[config.mk]
export PLATFORM = sky130hd
export DESIGN_NAME = id_ex_stage
export DESIGN_NICKNAME = d
export VERILOG_FILES = /design/src/rtl/riscv_pkg.sv /design/src/rtl/regfile.sv /design/src/rtl/id_ex_stage.sv
export SDC_FILE = /design/constraint.sdc
export NUM_CORES = 2
export LEC_CHECK = 0
export BUFFER_PORTS_ARGS = -buffer_cell sky130_fd_sc_hd__buf_2
export CAP_MARGIN = 20
export CELL_PAD_IN_SITES_DETAIL_PLACEMENT = 0
export CELL_PAD_IN_SITES_GLOBAL_PLACEMENT = 1
export CORE_MARGIN = 4
export CORE_UTILIZATION = 40
export CTS_CLUSTER_DIAMETER = 50
export DETAILED_ROUTE_END_ITERATION = 10
export PLACE_DENSITY = 0.73
export SLEW_MARGIN = 20
export SYNTH_ARGS = -nofsm -noshare
export SYNTH_HDL_FRONTEND = slang
export SYNTH_HIERARCHICAL = 1
export SYNTH_SLANG_ARGS = --single-unit
[constraint.sdc]
create_clock -name clk -period 2.46 [get_ports clk]
set_input_delay 0.369 -clock clk [delete_from_list [all_inputs] [get_ports clk]]
set_output_delay 0.369 -clock clk [all_outputs]
set_load 0.005 [all_outputs]
[src/rtl/riscv_pkg.sv]
// riscv_pkg
// Shared definitions for the decode / ID-EX stage:
//   - RV32I major opcodes and funct3 encodings
//   - ALU operation, access-size and result-source enums
//   - ctrl_t: the control bundle carried through the ID/EX register
//   - alu_from_f3(): funct3 (+ alternate bit) to ALU operation
package riscv_pkg;

    // Major opcodes
    localparam logic [6:0] OPC_OP     = 7'b0110011;
    localparam logic [6:0] OPC_OP_IMM = 7'b0010011;
    localparam logic [6:0] OPC_LOAD   = 7'b0000011;
    localparam logic [6:0] OPC_STORE  = 7'b0100011;
    localparam logic [6:0] OPC_BRANCH = 7'b1100011;
    localparam logic [6:0] OPC_JAL    = 7'b1101111;
    localparam logic [6:0] OPC_JALR   = 7'b1100111;
    localparam logic [6:0] OPC_LUI    = 7'b0110111;
    localparam logic [6:0] OPC_AUIPC  = 7'b0010111;

    // ALU funct3
    localparam logic [2:0] F3_ADD_SUB = 3'b000;
    localparam logic [2:0] F3_SLL     = 3'b001;
    localparam logic [2:0] F3_SLT     = 3'b010;
    localparam logic [2:0] F3_SLTU    = 3'b011;
    localparam logic [2:0] F3_XOR     = 3'b100;
    localparam logic [2:0] F3_SRL_SRA = 3'b101;
    localparam logic [2:0] F3_OR      = 3'b110;
    localparam logic [2:0] F3_AND     = 3'b111;

    // Branch funct3
    localparam logic [2:0] F3_BEQ  = 3'b000;
    localparam logic [2:0] F3_BNE  = 3'b001;
    localparam logic [2:0] F3_BLT  = 3'b100;
    localparam logic [2:0] F3_BGE  = 3'b101;
    localparam logic [2:0] F3_BLTU = 3'b110;
    localparam logic [2:0] F3_BGEU = 3'b111;

    // Load / store funct3
    localparam logic [2:0] F3_LB  = 3'b000;
    localparam logic [2:0] F3_LH  = 3'b001;
    localparam logic [2:0] F3_LW  = 3'b010;
    localparam logic [2:0] F3_LBU = 3'b100;
    localparam logic [2:0] F3_LHU = 3'b101;

    typedef enum logic [3:0] {
        ALU_ADD   = 4'b0000,
        ALU_SUB   = 4'b0001,
        ALU_AND   = 4'b0010,
        ALU_OR    = 4'b0011,
        ALU_XOR   = 4'b0100,
        ALU_SLL   = 4'b0101,
        ALU_SRL   = 4'b0110,
        ALU_SRA   = 4'b0111,
        ALU_SLT   = 4'b1000,
        ALU_SLTU  = 4'b1001,
        ALU_PASSB = 4'b1010
    } alu_op_t;

    typedef enum logic [1:0] {
        SIZE_WORD = 2'b00,
        SIZE_HALF = 2'b01,
        SIZE_BYTE = 2'b10
    } mem_size_t;

    typedef enum logic [1:0] {
        RES_ALU = 2'b00,
        RES_MEM = 2'b01,
        RES_PC4 = 2'b10
    } result_src_t;

    typedef struct packed {
        alu_op_t     alu_control;
        logic        alu_srcA;
        logic        alu_srcB;
        logic        write_en;
        mem_size_t   type_control;
        logic        sign_ext_flag;
        result_src_t result_src;
        logic        reg_write;
        logic        branch;
        logic        jump;
        logic [2:0]  funct3;
        logic        valid;
        logic        illegal;
    } ctrl_t;

    // alt selects SUB/SRA; callers only set it where that encoding exists.
    function automatic alu_op_t alu_from_f3(input logic [2:0] f3, input logic alt);
        alu_op_t op;
        case (f3)
            F3_ADD_SUB: op = alt ? ALU_SUB : ALU_ADD;
            F3_SLL:     op = ALU_SLL;
            F3_SLT:     op = ALU_SLT;
            F3_SLTU:    op = ALU_SLTU;
            F3_XOR:     op = ALU_XOR;
            F3_SRL_SRA: op = alt ? ALU_SRA : ALU_SRL;
            F3_OR:      op = ALU_OR;
            default:    op = ALU_AND;
        endcase
        return op;
    endfunction

endpackage

[src/rtl/regfile.sv]
// regfile
// REG_COUNT x DATA_WIDTH architectural register file.
//   clk, rst_n          : clock, asynchronous active-low reset (clears all entries)
//   raddr1_i, raddr2_i  : asynchronous read indices
//   rdata1_o, rdata2_o  : read data; x0 reads 0, same-cycle write is bypassed
//   we_i, waddr_i, wdata_i : synchronous write port; writes to x0 are dropped
module regfile #(
    parameter int DATA_WIDTH = 32,
    parameter int REG_COUNT  = 32
) (
    input  logic                  clk,
    input  logic                  rst_n,
    input  logic [4:0]            raddr1_i,
    input  logic [4:0]            raddr2_i,
    output logic [DATA_WIDTH-1:0] rdata1_o,
    output logic [DATA_WIDTH-1:0] rdata2_o,
    input  logic                  we_i,
    input  logic [4:0]            waddr_i,
    input  logic [DATA_WIDTH-1:0] wdata_i
);

    localparam int IDX_W = $clog2(REG_COUNT);

    // Entry 0 is never stored; reads of x0 are forced to zero below.
    logic [DATA_WIDTH-1:0] regs_q [1:REG_COUNT-1];

    genvar gi;
    generate
        for (gi = 1; gi < REG_COUNT; gi++) begin : g_reg
            always_ff @(posedge clk or negedge rst_n) begin
                if (!rst_n) begin
                    regs_q[gi] <= '0;
                end else if (we_i && (waddr_i == 5'(gi))) begin
                    regs_q[gi] <= wdata_i;
                end
            end
        end
    endgenerate

    // Write-through: a write landing on this edge is already visible to the
    // reader in the same cycle, so the pipeline register never captures stale data.
    always_comb begin
        rdata1_o = '0;
        if (raddr1_i != 5'd0) begin
            if (we_i && (waddr_i == raddr1_i)) begin
                rdata1_o = wdata_i;
            end else begin
                rdata1_o = regs_q[raddr1_i[IDX_W-1:0]];
            end
        end
    end

    always_comb begin
        rdata2_o = '0;
        if (raddr2_i != 5'd0) begin
            if (we_i && (waddr_i == raddr2_i)) begin
                rdata2_o = wdata_i;
            end else begin
                rdata2_o = regs_q[raddr2_i[IDX_W-1:0]];
            end
        end
    end

endmodule

[src/rtl/id_ex_stage.sv]
// id_ex_stage
// Decode stage plus ID/EX pipeline register.
//   Inputs : instr_d, pc_d, pc4_d, valid_d (from fetch); stall, flush (hazard
//            unit); wb_en, wb_rd, wb_data (writeback into the register file).
//   Outputs: *_e registered operands, register indices and control bundle
//            consumed by execute; valid_e and illegal_e status.
// Reset is asynchronous active-low and clears every output and register.
module id_ex_stage
    import riscv_pkg::*;
#(
    parameter int DATA_WIDTH = 32,
    parameter int REG_COUNT  = 32
) (
    input  logic                  clk,
    input  logic                  rst_n,
    input  logic [31:0]           instr_d,
    input  logic [DATA_WIDTH-1:0] pc_d,
    input  logic [DATA_WIDTH-1:0] pc4_d,
    input  logic                  valid_d,
    input  logic                  stall,
    input  logic                  flush,
    input  logic                  wb_en,
    input  logic [4:0]            wb_rd,
    input  logic [DATA_WIDTH-1:0] wb_data,
    output logic [DATA_WIDTH-1:0] pc_e,
    output logic [DATA_WIDTH-1:0] pc4_e,
    output logic [DATA_WIDTH-1:0] r_out1_e,
    output logic [DATA_WIDTH-1:0] r_out2_e,
    output logic [DATA_WIDTH-1:0] imm_ext_e,
    output logic [4:0]            rs1_e,
    output logic [4:0]            rs2_e,
    output logic [4:0]            rd_e,
    output logic [3:0]            alu_control_e,
    output logic                  alu_srcA_e,
    output logic                  alu_srcB_e,
    output logic                  write_en_e,
    output logic [1:0]            type_control_e,
    output logic                  sign_ext_flag_e,
    output logic [1:0]            result_src_e,
    output logic                  reg_write_e,
    output logic                  branch_e,
    output logic                  jump_e,
    output logic [2:0]            funct3_e,
    output logic                  valid_e,
    output logic                  illegal_e
);

    logic [6:0] opcode;
    logic [2:0] f3;
    logic [4:0] rs1, rs2, rd;

    assign opcode = instr_d[6:0];
    assign rd     = instr_d[11:7];
    assign f3     = instr_d[14:12];
    assign rs1    = instr_d[19:15];
    assign rs2    = instr_d[24:20];

    logic [DATA_WIDTH-1:0] r_out1_d, r_out2_d;

    regfile #(
        .DATA_WIDTH (DATA_WIDTH),
        .REG_COUNT  (REG_COUNT)
    ) u_regfile (
        .clk      (clk),
        .rst_n    (rst_n),
        .raddr1_i (rs1),
        .raddr2_i (rs2),
        .rdata1_o (r_out1_d),
        .rdata2_o (r_out2_d),
        .we_i     (wb_en),
        .waddr_i  (wb_rd),
        .wdata_i  (wb_data)
    );

    // ------------------------------------------------------------------
    // Decode
    // ------------------------------------------------------------------
    ctrl_t                 ctrl_d;
    logic [31:0]           imm32;
    logic [DATA_WIDTH-1:0] imm_d;
    logic                  supported;

    always_comb begin
        ctrl_d        = '0;
        imm32         = '0;
        supported     = 1'b1;
        ctrl_d.funct3 = f3;

        case (opcode)
            OPC_LUI: begin
                imm32              = {instr_d[31:12], 12'b0};
                ctrl_d.alu_control = ALU_PASSB;
                ctrl_d.alu_srcB    = 1'b1;
                ctrl_d.reg_write   = 1'b1;
            end
            OPC_AUIPC: begin
                imm32              = {instr_d[31:12], 12'b0};
                ctrl_d.alu_control = ALU_ADD;
                ctrl_d.alu_srcA    = 1'b1;
                ctrl_d.alu_srcB    = 1'b1;
                ctrl_d.reg_write   = 1'b1;
            end
            OPC_JAL: begin
                imm32 = {{12{instr_d[31]}}, instr_d[19:12], instr_d[20],
                         instr_d[30:21], 1'b0};
                ctrl_d.alu_control = ALU_ADD;
                ctrl_d.alu_srcA    = 1'b1;
                ctrl_d.alu_srcB    = 1'b1;
                ctrl_d.result_src  = RES_PC4;
                ctrl_d.reg_write   = 1'b1;
                ctrl_d.jump        = 1'b1;
            end
            OPC_JALR: begin
                imm32              = {{20{instr_d[31]}}, instr_d[31:20]};
                ctrl_d.alu_control = ALU_ADD;
                ctrl_d.alu_srcB    = 1'b1;
                ctrl_d.result_src  = RES_PC4;
                ctrl_d.reg_write   = 1'b1;
                ctrl_d.jump        = 1'b1;
            end
            OPC_BRANCH: begin
                imm32 = {{20{instr_d[31]}}, instr_d[7], instr_d[30:25],
                         instr_d[11:8], 1'b0};
                case (f3)
                    F3_BEQ, F3_BNE:   ctrl_d.alu_control = ALU_SUB;
                    F3_BLT, F3_BGE:   ctrl_d.alu_control = ALU_SLT;
                    F3_BLTU, F3_BGEU: ctrl_d.alu_control = ALU_SLTU;
                    default:          ctrl_d.alu_control = ALU_SUB;
                endcase
                ctrl_d.branch = 1'b1;
            end
            OPC_LOAD: begin
                imm32              = {{20{instr_d[31]}}, instr_d[31:20]};
                ctrl_d.alu_control = ALU_ADD;
                ctrl_d.alu_srcB    = 1'b1;
                ctrl_d.result_src  = RES_MEM;
                ctrl_d.reg_write   = 1'b1;
                case (f3)
                    F3_LB:   begin ctrl_d.type_control = SIZE_BYTE; ctrl_d.sign_ext_flag = 1'b1; end
                    F3_LH:   begin ctrl_d.type_control = SIZE_HALF; ctrl_d.sign_ext_flag = 1'b1; end
                    F3_LBU:  ctrl_d.type_control = SIZE_BYTE;
                    F3_LHU:  ctrl_d.type_control = SIZE_HALF;
                    default: begin ctrl_d.type_control = SIZE_WORD; ctrl_d.sign_ext_flag = 1'b1; end
                endcase
            end
            OPC_STORE: begin
                imm32              = {{20{instr_d[31]}}, instr_d[31:25], instr_d[11:7]};
                ctrl_d.alu_control = ALU_ADD;
                ctrl_d.alu_srcB    = 1'b1;
                ctrl_d.write_en    = 1'b1;
                case (f3[1:0])
                    2'b00:   ctrl_d.type_control = SIZE_BYTE;
                    2'b01:   ctrl_d.type_control = SIZE_HALF;
                    default: ctrl_d.type_control = SIZE_WORD;
                endcase
            end
            OPC_OP: begin
                ctrl_d.alu_control = alu_from_f3(f3, instr_d[30]);
                ctrl_d.reg_write   = 1'b1;
            end
            OPC_OP_IMM: begin
                imm32 = {{20{instr_d[31]}}, instr_d[31:20]};
                // Only SRAI uses bit 30 as an opcode bit; ADDI has no SUB form
                // and a negative immediate also sets bit 30.
                ctrl_d.alu_control = alu_from_f3(f3, (f3 == F3_SRL_SRA) && instr_d[30]);
                ctrl_d.alu_srcB    = 1'b1;
                ctrl_d.reg_write   = 1'b1;
            end
            default: supported = 1'b0;
        endcase

        // Nothing with an architectural side effect may escape from a
        // non-instruction or an unsupported opcode.
        if (!valid_d || !supported) begin
            ctrl_d.reg_write = 1'b0;
            ctrl_d.write_en  = 1'b0;
            ctrl_d.branch    = 1'b0;
            ctrl_d.jump      = 1'b0;
        end
        ctrl_d.valid   = valid_d;
        ctrl_d.illegal = valid_d && !supported;

        imm_d = DATA_WIDTH'($signed(imm32));
    end

    // ------------------------------------------------------------------
    // ID/EX register: flush beats stall beats capture
    // ------------------------------------------------------------------
    ctrl_t                 ctrl_q;
    logic [DATA_WIDTH-1:0] pc_q, pc4_q, r_out1_q, r_out2_q, imm_q;
    logic [4:0]            rs1_q, rs2_q, rd_q;

    always_ff @(posedge clk or negedge rst_n) begin
        if (!rst_n) begin
            ctrl_q   <= '0;
            pc_q     <= '0;
            pc4_q    <= '0;
            r_out1_q <= '0;
            r_out2_q <= '0;
            imm_q    <= '0;
            rs1_q    <= '0;
            rs2_q    <= '0;
            rd_q     <= '0;
        end else if (flush) begin
            ctrl_q   <= '0;
            pc_q     <= '0;
            pc4_q    <= '0;
            r_out1_q <= '0;
            r_out2_q <= '0;
            imm_q    <= '0;
            rs1_q    <= '0;
            rs2_q    <= '0;
            rd_q     <= '0;
        end else if (!stall) begin
            ctrl_q   <= ctrl_d;
            pc_q     <= pc_d;
            pc4_q    <= pc4_d;
            r_out1_q <= r_out1_d;
            r_out2_q <= r_out2_d;
            imm_q    <= imm_d;
            rs1_q    <= rs1;
            rs2_q    <= rs2;
            rd_q     <= rd;
        end
    end

    assign pc_e            = pc_q;
    assign pc4_e           = pc4_q;
    assign r_out1_e        = r_out1_q;
    assign r_out2_e        = r_out2_q;
    assign imm_ext_e       = imm_q;
    assign rs1_e           = rs1_q;
    assign rs2_e           = rs2_q;
    assign rd_e            = rd_q;
    assign alu_control_e   = ctrl_q.alu_control;
    assign alu_srcA_e      = ctrl_q.alu_srcA;
    assign alu_srcB_e      = ctrl_q.alu_srcB;
    assign write_en_e      = ctrl_q.write_en;
    assign type_control_e  = ctrl_q.type_control;
    assign sign_ext_flag_e = ctrl_q.sign_ext_flag;
    assign result_src_e    = ctrl_q.result_src;
    assign reg_write_e     = ctrl_q.reg_write;
    assign branch_e        = ctrl_q.branch;
    assign jump_e          = ctrl_q.jump;
    assign funct3_e        = ctrl_q.funct3;
    assign valid_e         = ctrl_q.valid;
    assign illegal_e       = ctrl_q.illegal;

endmodule

[Word-level counts from Yosys, hierarchy flattened]
Cells that the tools add are included.
Storage, ports and cells
  bits in registers: 1187
  bits of input ports: 139
  output and inout bits: 195
  logic and storage cells: 212
Cells by class
  $lt $le $gt $ge: 2
  eq/ne operators: 51
  multiplexer cells: 52
  bitwise gates (word level): 2
  reduce and logical (&&, ||, !) cells: 53
Operator list (count)
  $mux W32: 18
  $bmux W32 S5: 2
  $pmux W32 S5: 1
  $eq A5 B5 Y1 const B: 16
  $pmux W4 S7: 2
  $eq A5 B4 Y1 const B: 8
  $mux W20: 2
  $logic_and A1 B1 Y1: 35
  $mux W5: 6
  $eq A7 B6 Y1 const B: 3
  $eq A7 B7 Y1 const B: 3
  $eq A5 B3 Y1 const B: 4
  $pmux W2 S2: 4
  $pmux W4 S4: 1
  $eq A7 B5 Y1 const B: 2
  $mux W1: 14
  $reduce_or A2 Y1: 7
  $reduce_or A7 Y1: 2
  $eq A3 B3 Y1 const B: 4
  $ge A6 B6 Y1 const B: 2
  $not A5 Y6: 2
  $eq A5 B2 Y1 const B: 2
  $eq A5 B5 Y1: 2
  $reduce_bool A5 Y1: 2
  other kinds (14): 16

[Depth between registers and ports, before layout]
  word-level depth: 8
  gate-level depth with buffers: 12
  gate-level depth less buffers: 7

[Cells and area by module]
Netlist, hierarchy kept.
Modules (own cells, without submodules)
  regfile: instances 1, cells each 3780, area each 54190.7 um2, seq. area each 24823.8 um2
  id_ex_stage: instances 1, cells each 707, area each 8165.3 um2, seq. area each 4879.7 um2

[Worst setup path before layout]
OpenSTA, ideal clock, no wires.
  path kind: input port to flip-flop
  from: input instr_d[16]
  to: register r_out1_q[20] (netlist: r_out1_e[20])
  setup time: 132 ps
  data arrival time: 2067 ps
  required time: 2328 ps
  path slack: 261 ps
  stages: 8
  buffers on the path: 2
  cell sequence: buf_4 -> buf_2 -> mux4_2 -> a22o_1 -> a211oi_1 -> a31oi_1 -> mux2i_1 -> nor2_1
Between the ends
  word-level cells in the longest chain between the ends: 8
  elaborated cells between the ends (all ways): 11
  those cells by class: eq/ne (1); mux (7); bitwise (1); reduce/logical (2)
RTL lines
  from (decl): line id_ex_stage.sv:16  | input logic [31:0] instr_d,
  $not A5 Y6 (not written as such): line regfile.sv:48  | rdata1_o = regs_q[raddr1_i[IDX_W-1:0]];
  $bmux W32 S5: line regfile.sv:48
  $mux W32 (not written as such) (2 in series): line regfile.sv:48
  $mux W32: line regfile.sv:45  | if (we_i && (waddr_i == raddr1_i)) begin
  $mux W32 (*): line regfile.sv:44  | if (raddr1_i != 5'd0) begin
  via r_out1_d[20]: line id_ex_stage.sv:58  | logic [DATA_WIDTH-1:0] r_out1_d, r_out2_d;
  $mux W32 (*): line id_ex_stage.sv:214  | end else if (!stall) begin
  $mux W32 (*): line id_ex_stage.sv:204  | end else if (flush) begin
  to (signal assigned): line id_ex_stage.sv:218  | r_out1_q <= r_out1_d;
  to (decl): line id_ex_stage.sv:190  | logic [DATA_WIDTH-1:0] pc_q, pc4_q, r_out1_q, r_out2_q, imm_q;
Mark *: on every way through the listed nets, which the timed path passes. The rest lies on a longest branch. The select of a mux whose other input is x is not followed.
A chain may end at the register's enable or synchronous reset.

[Worst setup path after layout]
  from: register u_regfile/regs_q[542] (netlist bit)
  to: register r_out2_q[30] (netlist: r_out2_e[30])
Between the ends
  word-level cells in the longest chain between the ends: 7
RTL lines
  from (decl): line regfile.sv:25  | logic [DATA_WIDTH-1:0] regs_q [1:REG_COUNT-1];
  from (signal, indexed assignment): line regfile.sv:34  | regs_q[gi] <= wdata_i;
  $bmux W32 S5: line regfile.sv:59  | rdata2_o = regs_q[raddr2_i[IDX_W-1:0]];
  $mux W32 (not written as such) (2 in series): line regfile.sv:59
  $mux W32: line regfile.sv:56  | if (we_i && (waddr_i == raddr2_i)) begin
  $mux W32: line regfile.sv:55  | if (raddr2_i != 5'd0) begin
  via r_out2_d[30]: line id_ex_stage.sv:58
  $mux W32: line id_ex_stage.sv:214
  $mux W32: line id_ex_stage.sv:204
  to (signal assigned): line id_ex_stage.sv:219  | r_out2_q <= r_out2_d;
  to (decl): line id_ex_stage.sv:190
The timed path passes the listed nets, and every way through them passes these cells. The select of a mux whose other input is x is not followed.

==> impl_metrics.toml <==
[cts]
holdBufCountCts = 92
cts_tree = "done"
numCtsBuffers = 156
clockRootBuffer = "clkbuf_16"
postCtsSetupRepairBufs = 0
clock_latency_ns = 0.79
cts_resized = 0
clk_pin_slew_ns = 0.06
clock_sinks = 1187
ctsLongestPathBuffers = 3
htreeDepth = 4

[cells_and_area]
multiInputGateArea_um2 = 30390
nets = 5284
nFillCells = 13218
seqCellArea_um2 = 29700
drive_gt1_frac = 0.4975
final_cells = 7323
area_delta_synth_final_pct = 23.37

[die]
io_pins = 334
die_w_um = 402.8
die_area_um2 = 162300
die_height_um = 402.8
start_util = 0.4034
std_cell_rows = 144
core_um2 = 154600

[worst_setup_path]
reg2reg_to = "r_out2_e[30]$_DFFE_PN0P_"
cp_num_buf_inv = 1
path_cells = "mux4_2 > mux2_2 > a221oi_1 > o41ai_1 > buf_4 > mux2i_1 > nor2_1"
reg2reg_depth = 7
critical_path_arrival_ns = 2.82
ff2ff_setup_slack_ns = 0.29
worstSetupEndpointType = "flop"
path_delay_family = "multiplexers"
crit_type = "reg2reg"
reg2reg_from = "u_regfile/regs_q[542]$_DFFE_PN0P_"
cp_slowest_cell = "mux4_2"
cp-start-kind = "flop"
path_max_fanout = 3
required_ns = 3.11
max_stage_delay_ns = 0.46

[power]
p_leak_nw = 34.72
ir_worst_vdd_mv = 0.6733
power_mw = 60.87
power.switching_mw = 16.98
power-per-cell-area_nw_per_um2 = 791.3
seqPwrFrac = 0.420
p_comb_frac = 0.192
p_int_mw = 43.89
pwr-share-clk = 0.388
power.share.switching = 0.2789

[synth]
postSynth.asyncResetShare = 1.000
synth.most_common_cell = "dfrtp_1"
netlist.area_leader.share = 0.4764
ys_seq_area_frac = 0.4764
yosysUniqueCellTypes = 71
netlist_top_cells_count = "dfrtp_1 (1187), mux2_2 (1052), mux4_2 (357)"
synth.net_count = 4626
postSynthCellCount = 4487
ys_warn_count = 6
synth_area_leaders = "dfrtp_1 (48%), mux2_2 (19%), mux4_2 (13%)"
netlist_area_um2 = 62360
avgSynthCellArea_um2 = 13.90
synth_ff_type = "dfrtp_1"
synth_seq_cells = 1187
yosys.area.top_type = "dfrtp_1"
synth_edf_count = 0

[worst_hold_path]
hold_depth = 2
hold_path.class = "in2reg"
min_from = "wb_data[11]"
holdPathEnd = "u_regfile/regs_q[427]$_DFFE_PN0P_"

[sta]
setup_viol = 0
tightest_slew_ns = 0.7552
fin_ws_ns = 0.2935
setup_tns_ns = 0
fin_skew_ns = 0.03457
max_slew_margin = 0.4835
fmax_mhz = 461.6
hold_viol_final = 0
min_period_ns = 2.166
rsz0062_at_grt = "no"
finalCritPeriodShare = 0.8807
drv_slew = 0

[outcome]
outcome = "finished clean"

[global_routing]
grt_pass1_vias = 46255
grt_max_degree = 90
grt_overflow = 0
grt_use_total = 0.2812
grt_pass1_wl_um = 334500
antenna_found_initial = 18

[route]
dr_total_vias = 45702
drt-vias-per-instance = 6.241
drt_iter0_drc = 4546
drt-total-wl_um = 232200
dr.pass1.iters = 6
wl_per_cell_um = 31.71
ant_nets = 0
drcViolationCount = 0

[placement]
placed_cells = 6939
place_congestion = 0.8937
dp_hpwl_um = 154600
pre_cts_ws_ns = -0.3158
numPortBuffers = 333

[job]
cap_viol_max_count = 0
cells in the final DEF, fill, tap and decap left out, types with 12 or more instances in the layout:
cell,Yosys,layout
dfrtp_1,1187,1187
mux2_2,1052,1052
buf_4,45,385
mux4_2,357,357
mux2i_1,340,340
buf_2,180,324
nor2_1,216,202
buf_12,6,162
clkbuf_16,0,157
nand2_1,126,116
a22o_1,100,100
dlygate4sd3_1,0,92
o21ai_0,81,81
a22oi_1,61,61
a211oi_1,57,57
o22ai_1,44,44
a221oi_1,44,44
a21oi_1,42,42
a31oi_1,33,33
nor3_1,34,30
nor2b_1,38,29
a221o_1,26,26
clkbuf_8,0,26
clkinv_2,0,21
clkbuf_1,199,20
o41ai_1,15,15
bufinv_16,0,14
nor2_4,0,14
inv_6,0,13
clkinvlp_4,0,13
clkinv_4,0,12
per-stage QoR:
step / util / area (um^2) / hold slack [ns]
floorplan: - / 62360 / 0.07341
global placement: 0.4564 / 70550 / 0.2945
detailed placement: 0.4564 / 70550 / 0.2975
CTS: 0.4975 / 76910 / 0.01617
global route: 0.4976 / 76920 / 0.06405
finish: 0.4976 / 76930 / 0.06496
layer usage:
metal | up-vias | routed length, um | global-route usage
li1 | 18470 | - | -
met1 | 24043 | 93960 | 0.3763
met2 | 2509 | 104500 | 0.4330
met3 | 664 | 20810 | 0.06709
met4 | 16 | 12810 | 0.1328
met5 | - | 96 | 0
power by group through the flow:
stage                     Combinational [mW]  Clock (mW)  Sequential, mW
after floorplan                         7.96           0            24.8
after global placement                  11.2           0            25.6
after detailed placement                11.4           0            25.7
after CTS                               11.6        24.0            25.4
after global routing                    12.4        24.9            25.9
final                                   11.7        23.6            25.6
cell type report:
cell class                 instances  area share
multi-input combinational       2820      0.3950
timing repair buffer             971      0.1143
clock inverter                    85     0.01420
sequential                      1187      0.3861
clock buffer                     202     0.05652
tap                             2044     0.03324
antenna                            5   0.0001626
inverter                           9   0.0004391
worst max-delay path by stage:
stage,startpoint,to,slack (ns),cells past startpoint
finish,u_regfile/regs_q[542]$_DFFE_PN0P_,r_out2_e[30]$_DFFE_PN0P_,0.29,7
global route,u_regfile/regs_q[739]$_DFFE_PN0P_,r_out1_e[3]$_DFFE_PN0P_,0.22,7
CTS,u_regfile/regs_q[547]$_DFFE_PN0P_,r_out1_e[3]$_DFFE_PN0P_,0.31,7
detailed placement,instr_d[16],r_out1_e[25]$_DFFE_PN0P_,-0.32,9
global placement,instr_d[16],r_out1_e[3]$_DFFE_PN0P_,-0.29,10
floorplan,instr_d[16],r_out1_e[20]$_DFFE_PN0P_,0.26,8
cells by family after synthesis:
logic type,after synthesis,share of synthesized area
and+or+nand+nor,486,0.03542
buffers and inverters,480,0.04041
DFF,1187,0.4764
xor gates and xnor gates,10,0.001405
muxes,1767,0.3789
AOI/OAI and AO/OA,557,0.06752
sequential cells by signal, indices dropped and copies added, names as in the netlist:
signal	count
u_regfile/regs_q	992
imm_ext_e	32
pc4_e	32
pc_e	32
r_out1_e	32
r_out2_e	32
rd_e	5
rs1_e	5
rs2_e	5
alu_control_e	4
funct3_e	3
result_src_e	2
type_control_e	2
alu_srcA_e	1
alu_srcB_e	1
branch_e	1
illegal_e	1
jump_e	1
reg_write_e	1
sign_ext_flag_e	1
valid_e	1
write_en_e	1
Power figures use the tool's default switching activity.
